[config.mk]
export PLATFORM = sky130hd
export DESIGN_NAME = conv1d_dw_k3_flat
export DESIGN_NICKNAME = d
export VERILOG_FILES = /design/src/rtl/fxp_q88_pkg.sv /design/src/rtl/conv1d_dw_k3_if.sv /design/src/rtl/conv1d_dw_k3_mac3_sat.sv /design/src/rtl/conv1d_dw_k3.sv /design/src/flat_wrapper.sv
export SDC_FILE = /design/constraint.sdc
export NUM_CORES = 2
export LEC_CHECK = 0
export CORE_MARGIN = 1.5
export CORE_UTILIZATION = 39
export DETAILED_ROUTE_END_ITERATION = 12
export PLACE_DENSITY = 0.68
export REMOVE_ABC_BUFFERS = 1
export SETUP_SLACK_MARGIN = 0.3
export SLEW_MARGIN = 20
export SYNTH_ARGS = -nofsm -noshare
export SYNTH_HDL_FRONTEND = slang
export SYNTH_HIERARCHICAL = 1
export SYNTH_SLANG_ARGS = --single-unit
[constraint.sdc]
create_clock -name clk -period 10.85 [get_ports clk]
set_input_delay 1.085 -clock clk [delete_from_list [all_inputs] [get_ports clk]]
set_output_delay 1.085 -clock clk [all_outputs]
set_load 0.01 [all_outputs]
[src/rtl/fxp_q88_pkg.sv]
// rtl/fxp_q88_pkg.sv - Q8.8 fixed-point constants, round/saturate helper and FSM encodings
package fxp_q88_pkg;

    localparam int DATA_WIDTH = 16;
    localparam int FRAC_BITS  = 8;

    // Wide working width for the rounding helper; any legal accumulator fits inside it.
    localparam int WIDE_WIDTH = 64;

    localparam logic signed [WIDE_WIDTH-1:0] SAT_MAX_W = (64'sd1 <<< (DATA_WIDTH - 1)) - 64'sd1;
    localparam logic signed [WIDE_WIDTH-1:0] SAT_MIN_W = -(64'sd1 <<< (DATA_WIDTH - 1));
    localparam logic signed [WIDE_WIDTH-1:0] RND_HALF  = 64'sd1 <<< (FRAC_BITS - 1);

    localparam logic signed [DATA_WIDTH-1:0] SAT_MAX = DATA_WIDTH'(SAT_MAX_W);
    localparam logic signed [DATA_WIDTH-1:0] SAT_MIN = DATA_WIDTH'(SAT_MIN_W);

    typedef enum logic [2:0] {
        ST_IDLE  = 3'd0,
        ST_FILL  = 3'd1,
        ST_RUN   = 3'd2,
        ST_FLUSH = 3'd3,
        ST_DONE  = 3'd4
    } state_t;

    // Round half up at the Q8.8 binary point, then clamp to the sample range.
    function automatic logic signed [DATA_WIDTH-1:0] round_sat(
        input logic signed [WIDE_WIDTH-1:0] acc
    );
        logic signed [WIDE_WIDTH-1:0] r;
        r = (acc + RND_HALF) >>> FRAC_BITS;
        if (r > SAT_MAX_W) begin
            return SAT_MAX;
        end else if (r < SAT_MIN_W) begin
            return SAT_MIN;
        end else begin
            return r[DATA_WIDTH-1:0];
        end
    endfunction

endpackage

[src/rtl/conv1d_dw_k3_if.sv]
// rtl/conv1d_dw_k3_if.sv - sample-in / sample-out handshake bundle for the depthwise convolver
interface conv1d_dw_k3_if #(
    parameter int DATA_WIDTH = 16
);
    logic [DATA_WIDTH-1:0] data_in;
    logic                  valid_in;
    logic                  ready_in;
    logic [DATA_WIDTH-1:0] data_out;
    logic                  valid_out;
    logic                  ready_out;
    logic                  last_out;

    modport master (
        output data_in, valid_in, ready_out,
        input  ready_in, data_out, valid_out, last_out
    );

    modport slave (
        input  data_in, valid_in, ready_out,
        output ready_in, data_out, valid_out, last_out
    );
endinterface

[src/rtl/conv1d_dw_k3_mac3_sat.sv]
// rtl/conv1d_dw_k3_mac3_sat.sv - combinational 3-tap MAC with bias, rounding and saturation
module mac3_sat
    import fxp_q88_pkg::*;
#(
    parameter int ACC_WIDTH = 36
) (
    input  logic signed [DATA_WIDTH-1:0] w0,
    input  logic signed [DATA_WIDTH-1:0] w1,
    input  logic signed [DATA_WIDTH-1:0] w2,
    input  logic signed [DATA_WIDTH-1:0] x0,
    input  logic signed [DATA_WIDTH-1:0] x1,
    input  logic signed [DATA_WIDTH-1:0] x2,
    input  logic signed [DATA_WIDTH-1:0] b,
    output logic signed [DATA_WIDTH-1:0] y
);

    logic signed [2*DATA_WIDTH-1:0] p0;
    logic signed [2*DATA_WIDTH-1:0] p1;
    logic signed [2*DATA_WIDTH-1:0] p2;
    logic signed [ACC_WIDTH-1:0]    acc;

    // Full-precision products and sum; bias is aligned to the product's Q16.16 point.
    always_comb begin
        p0  = w0 * x0;
        p1  = w1 * x1;
        p2  = w2 * x2;
        acc = ACC_WIDTH'(p0) + ACC_WIDTH'(p1) + ACC_WIDTH'(p2)
            + (ACC_WIDTH'(b) <<< FRAC_BITS);
        y   = round_sat(64'(acc));
    end

endmodule

[src/rtl/conv1d_dw_k3.sv]
// rtl/conv1d_dw_k3.sv - streaming depthwise k=3 same-padded 1-D convolution, channel-major
module conv1d_dw_k3
    import fxp_q88_pkg::*;
#(
    parameter int CHANNELS  = 4,
    parameter int FRAME_LEN = 16,
    parameter int ACC_WIDTH = 36
) (
    input  logic                             clk,
    input  logic                             rst_n,
    input  logic                             start,
    input  logic [CHANNELS*3*DATA_WIDTH-1:0] weights,
    input  logic [CHANNELS*DATA_WIDTH-1:0]   bias,
    conv1d_dw_k3_if.slave                    s,
    output logic                             busy,
    output logic                             done
);

    localparam int CH_W  = (CHANNELS > 1) ? $clog2(CHANNELS) : 1;
    localparam int POS_W = $clog2(FRAME_LEN);
    localparam logic [CH_W-1:0]  CH_LAST  = CH_W'(CHANNELS - 1);
    localparam logic [POS_W-1:0] POS_LAST = POS_W'(FRAME_LEN - 1);

    state_t state_q;
    state_t state_d;

    logic [CH_W-1:0]               ch_q;
    logic [POS_W-1:0]              pos_q;
    logic signed [DATA_WIDTH-1:0]  xm1_q;
    logic signed [DATA_WIDTH-1:0]  x0_q;
    logic signed [DATA_WIDTH-1:0]  w_q [CHANNELS][3];
    logic signed [DATA_WIDTH-1:0]  b_q [CHANNELS];

    logic [DATA_WIDTH-1:0]         dout_q;
    logic                          vout_q;
    logic                          lout_q;

    logic                          out_free;
    logic                          ready_c;
    logic                          accept;
    logic                          load;
    logic                          load_last;
    logic signed [DATA_WIDTH-1:0]  x_next;
    logic signed [DATA_WIDTH-1:0]  w_sel0;
    logic signed [DATA_WIDTH-1:0]  w_sel1;
    logic signed [DATA_WIDTH-1:0]  w_sel2;
    logic signed [DATA_WIDTH-1:0]  b_sel;
    logic signed [DATA_WIDTH-1:0]  y;

    assign out_free = !vout_q || s.ready_out;
    assign accept   = s.valid_in && ready_c;
    // The right-hand tap is the zero pad once the channel's last sample has been taken.
    assign x_next   = (state_q == ST_FLUSH) ? '0 : s.data_in;

    assign s.ready_in  = ready_c;
    assign s.data_out  = dout_q;
    assign s.valid_out = vout_q;
    assign s.last_out  = lout_q;

    // State register.
    always_ff @(posedge clk or negedge rst_n) begin
        if (!rst_n) begin
            state_q <= ST_IDLE;
        end else begin
            state_q <= state_d;
        end
    end

    // Next-state logic: one FILL/RUN/FLUSH pass per channel, DONE after the last one.
    always_comb begin
        state_d = state_q;
        case (state_q)
            ST_IDLE:  if (start) state_d = ST_FILL;
            ST_FILL:  if (accept) state_d = ST_RUN;
            ST_RUN:   if (accept && pos_q == POS_LAST) state_d = ST_FLUSH;
            ST_FLUSH: if (out_free) state_d = (ch_q == CH_LAST) ? ST_DONE : ST_FILL;
            ST_DONE:  state_d = ST_IDLE;
            default:  state_d = ST_IDLE;
        endcase
    end

    // State-decoded outputs and output-register load strobes.
    always_comb begin
        ready_c   = 1'b0;
        busy      = 1'b0;
        done      = 1'b0;
        load      = 1'b0;
        load_last = 1'b0;
        case (state_q)
            ST_FILL: begin
                busy    = 1'b1;
                ready_c = out_free;
            end
            ST_RUN: begin
                busy    = 1'b1;
                ready_c = out_free;
                load    = s.valid_in && out_free;
            end
            ST_FLUSH: begin
                busy      = 1'b1;
                load      = out_free;
                load_last = 1'b1;
            end
            ST_DONE: done = 1'b1;
            default: ;
        endcase
    end

    // Coefficients of the channel currently streaming.
    always_comb begin
        w_sel0 = w_q[ch_q][0];
        w_sel1 = w_q[ch_q][1];
        w_sel2 = w_q[ch_q][2];
        b_sel  = b_q[ch_q];
    end

    mac3_sat #(
        .ACC_WIDTH (ACC_WIDTH)
    ) u_mac (
        .w0 (w_sel0),
        .w1 (w_sel1),
        .w2 (w_sel2),
        .x0 (xm1_q),
        .x1 (x0_q),
        .x2 (x_next),
        .b  (b_sel),
        .y  (y)
    );

    // Coefficient latch, channel/position counters and the two-sample history.
    always_ff @(posedge clk or negedge rst_n) begin
        if (!rst_n) begin
            ch_q  <= '0;
            pos_q <= '0;
            xm1_q <= '0;
            x0_q  <= '0;
            for (int c = 0; c < CHANNELS; c++) begin
                b_q[c] <= '0;
                for (int k = 0; k < 3; k++) begin
                    w_q[c][k] <= '0;
                end
            end
        end else begin
            case (state_q)
                ST_IDLE: begin
                    if (start) begin
                        ch_q <= '0;
                        for (int c = 0; c < CHANNELS; c++) begin
                            b_q[c] <= bias[c*DATA_WIDTH +: DATA_WIDTH];
                            for (int k = 0; k < 3; k++) begin
                                w_q[c][k] <= weights[(3*c+k)*DATA_WIDTH +: DATA_WIDTH];
                            end
                        end
                    end
                end
                ST_FILL: begin
                    if (accept) begin
                        xm1_q <= '0;
                        x0_q  <= s.data_in;
                        pos_q <= POS_W'(1);
                    end
                end
                ST_RUN: begin
                    if (accept) begin
                        xm1_q <= x0_q;
                        x0_q  <= s.data_in;
                        if (pos_q != POS_LAST) begin
                            pos_q <= pos_q + POS_W'(1);
                        end
                    end
                end
                ST_FLUSH: begin
                    if (out_free) begin
                        xm1_q <= '0;
                        x0_q  <= '0;
                        if (ch_q != CH_LAST) begin
                            ch_q <= ch_q + CH_W'(1);
                        end
                    end
                end
                default: ;
            endcase
        end
    end

    // Output register: a new load wins over a same-cycle handshake; otherwise hold until taken.
    always_ff @(posedge clk or negedge rst_n) begin
        if (!rst_n) begin
            dout_q <= '0;
            vout_q <= 1'b0;
            lout_q <= 1'b0;
        end else if (load) begin
            dout_q <= y;
            vout_q <= 1'b1;
            lout_q <= load_last;
        end else if (vout_q && s.ready_out) begin
            vout_q <= 1'b0;
            lout_q <= 1'b0;
        end
    end

endmodule

[src/flat_wrapper.sv]
// flat-port wrapper written by rule: the top's interface ports become plain ports
module conv1d_dw_k3_flat import fxp_q88_pkg::*;
#(
    parameter int CHANNELS  = 4,
    parameter int FRAME_LEN = 16,
    parameter int ACC_WIDTH = 36
)
  (clk, rst_n, start, weights, bias, busy, done, s_data_in, s_valid_in, s_ready_out, s_ready_in, s_data_out, s_valid_out, s_last_out);
  conv1d_dw_k3_if #(.DATA_WIDTH((16))) s_i ();
  input  logic clk;
  input  logic rst_n;
  input  logic start;
  input  logic [CHANNELS*3*DATA_WIDTH-1:0] weights;
  input  logic [CHANNELS*DATA_WIDTH-1:0] bias;
  output logic busy;
  output logic done;
  input wire logic [$bits(s_i.data_in)-1:0] s_data_in;
  input wire logic [$bits(s_i.valid_in)-1:0] s_valid_in;
  input wire logic [$bits(s_i.ready_out)-1:0] s_ready_out;
  output wire logic [$bits(s_i.ready_in)-1:0] s_ready_in;
  output wire logic [$bits(s_i.data_out)-1:0] s_data_out;
  output wire logic [$bits(s_i.valid_out)-1:0] s_valid_out;
  output wire logic [$bits(s_i.last_out)-1:0] s_last_out;
  assign s_i.data_in = s_data_in;
  assign s_i.valid_in = s_valid_in;
  assign s_i.ready_out = s_ready_out;
  assign s_ready_in = s_i.ready_in;
  assign s_data_out = s_i.data_out;
  assign s_valid_out = s_i.valid_out;
  assign s_last_out = s_i.last_out;
  conv1d_dw_k3 #(.CHANNELS(CHANNELS), .FRAME_LEN(FRAME_LEN), .ACC_WIDTH(ACC_WIDTH)) u_core (.clk(clk), .rst_n(rst_n), .start(start), .weights(weights), .bias(bias), .s(s_i), .busy(busy), .done(done));
endmodule
==> metrics.csv <==
metric;value;unit
Area after DPL;0.0497;sq mm
# fillers;10629;
min cycle time layout;10.30;ns
first-pass GRT wire length;190;mm
post-synthesis simple-gate area fraction;10.6;%
crit path capture type;flop;
RSZ-0062 raised after global routing;false;
vias in the first global route;33579;
Worst slew margin;20.0;%
CP Buf/Inv Count;11;
drt wl/cell;20.0;um
Syn-to-layout area delta;13.9;%
reg2reg start;u_core/ch_q[0];
Critical-path top delay cell;mux4_2;
die width;343;um
Starting Density;39.4;%
adder-cell share of the synthesized area;48.1;%
CTS tree;built;
CTS Buffer Depth;3;
DRT Pass-1 Iters;5;
cell taking the most area after synthesis;fa_1;
GRT Total Usage;21.3;%
Clock Pin Slew Worst Setup and Hold Paths;0.07;ns
synthesized area per cell;10.8;sq um
Root Driver;clkbuf_16;
Final Cycle Share;94.9;%
final core utilization;44.9;%
total gr overflow;0;
nets@finish;5865;
ys async rst share;100;%
worst hold path type;in2async;
Ys Warns;6;
placed cells;5876;
post-synthesis cell type count;68;
CP most frequent cell;fa_1;
sequential fraction of the synthesis area;17.4;%
FF+latch count, synth;315;
I/O Buffers;297;
Reg2Reg Capture Point;u_core/s.data_out[0];
DR vias;29514;
MaxCap Viol Count;0;
status;finished, final reports clean;
largest net degree at the start of global routing;139;
xor and xnor area share after synthesis;0.736;%
share of layout cells above drive strength 1;12.3;%
Finished Cell Area;0.0515;sq mm
Post-DP HPWL;99.1;mm
IO Count;298;
CTS hold repair buffers;0;
Final setup viols;0;
WP data arrival;10.81;ns
clk_lat worst skew;0.66;ns
H-tree depth;2;
mux share of post-synthesis cell area;10.1;%
CP delay by family, top;adder cells;
largest cells by area after synthesis;fa_1, dfrtp_1, inv_1;
main combinational cell family by area after synthesis;adder cells;
cts bufs inserted;43;
Die ar.;0.118;sq mm
GPL Wtd Cong;0.967;
Post-synth EDFFs;0;
drt total wl;120;mm
Core ar.;0.115;sq mm
via density per instance;4.94;
delay of the slowest critical-path stage;0.62;ns
initial antenna violation count;3;
# rows;124;
synthesized area;0.0452;sq mm
final slew viol count;0;
Final Hold Fails;0;
Synth Instances;4176;
Yosys top cell area share;42.8;%
Peak Freq;97.1;MHz
Worst EP required;11.36;ns
Antenna Violating Nets Remaining;0;
Worst setup SP type;flop;
worst reg-to-reg setup slack;0.55;ns
final cell count without fillers;5980;
Worst Setup Path Type;reg2reg;
Setup Skew;0.0505;ns
post-synthesis compound-gate area fraction;2.41;%
ys flop type;dfrtp_1;
crit path max fanout;24;
worst reg2reg path depth;34;
initial drt markers;1577;
# DRC;0;
die span in y;343;um
worst-margin pin slew;1.20;ns
CTS Sinks;315;
cells by family after synthesis:
logic type	Yosys count
AOI/OAI and AO/OA	152
and+or+nand+nor	951
muxes	340
xor gates and xnor gates	38
adders and majority gates	1157
DFF	315
buffers and inverters	1223
worst reg2reg max path: cells and delay by family (launching register included):
kind                       cells  cell delay, ns
AOI/OAI and AO/OA              4            1.18
xor gates and xnor gates       1            0.22
adders and majority gates     10            5.03
buffers and inverters         11            1.29
DFF                            1            0.51
muxes                          2            0.91
and+or+nand+nor                6            1.07
synthesized netlist by cell type, types with 5 or more instances:
cell type  instances
inv_1           1061
fa_1             967
nand2_1          455
and2_1           359
dfrtp_1          315
mux2_2           273
ha_1             190
clkbuf_1         109
mux4_2            64
o21ai_0           38
a21oi_1           36
nor2b_1           30
nor2_1            29
xnor2_1           26
buf_6             24
nand2b_1          21
buf_2             19
a22o_1            17
a21oi_2           14
xor2_1            12
nand3_1           11
nor3_1            10
a21o_1             7
buf_4              6
o21ai_1            5
sequential cells by signal, summed over array words and instances, names as in the netlist:
register            count
u_core/b_q             64
u_core/ch_q             2
u_core/pos_q            4
u_core/s.data_out      16
u_core/s.last_out       1
u_core/s.valid_out      1
u_core/state_q          3
u_core/w_q            192
u_core/x0_q            16
u_core/xm1_q           16
layout by cell type (no fill, tap or decap), types with 8 or more instances in the layout:
master and instances:
and2_1 347, dfrtp_1 313, a21oi_1 36, nor2_1 29, a21oi_2 14, clkbuf_8 8
fa_1 965, clkdlybuf4s50_1 296, buf_4 60, nand3_1 11, nor2b_1 30, o21ai_0 37
and2_2 10, xor2_1 12, clkbuf_16 43, buf_12 12, nor3_1 9, clkinvlp_4 8
inv_1 1059, a22o_1 17, nand2b_1 21, nand2_1 454, clkinv_2 8, mux4_2 64
xnor2_1 26, ha_1 190, mux2_2 273
layout make-up:
class                      count  area, sq um  share of cell area [%]
clock buffer                  53         1190                    2.32
multi-input combinational   2638        32500                    63.2
clock inverter                25          225                   0.438
sequential                   315         7890                    15.3
timing repair buffer         372         3720                    7.23
antenna                        4         10.0                  0.0194
inverter                    1061         3990                    7.75
tap                         1512         1890                    3.68
per-stage QoR:
step	setup TNS, ns	worst slack, ns	hold slack, ns
after floorplan	-14.96	-1.03	0.475
after global placement	0	0.123	0.483
after detailed placement	0	0.0283	0.491
after CTS	0	0.417	0.369
after global routing	0	0.284	0.399
final	0	0.551	0.392
layer usage:
layer / GRT usage, % / vias to the layer above / part of all wire, %
met1: 25.7 / 15619 / 38
met4: 8.15 / 2 / 4.5
met5: 0 / - / 0.013
li1: - / 12881 / -
met2: 38.4 / 808 / 52
met3: 3.04 / 204 / 5.4
how the worst max path moves through the flow:
stage                        start                    end  depth (start not counted)  slack [ns]
detailed placement    s_data_in[5]  u_core/s.data_out[14]                         31        0.03
floorplan           u_core/ch_q[0]   u_core/s.data_out[3]                         27       -1.03
finish              u_core/ch_q[0]   u_core/s.data_out[0]                         34        0.55
CTS                 u_core/ch_q[0]   u_core/s.data_out[0]                         29        0.42
global route        u_core/ch_q[0]  u_core/s.data_out[14]                         33        0.28
global placement      s_data_in[5]   u_core/s.data_out[3]                         30        0.12
repair_timing:
item / CTS / global route
buffers inserted: 0 / 21
gates resized for setup: 0 / 26
endpoints found under the setup margin: 0 / 15
Power is left out: the tool's default activity adds up to more than one toggle a clock period on the data nets, which glitch-free logic cannot reach.
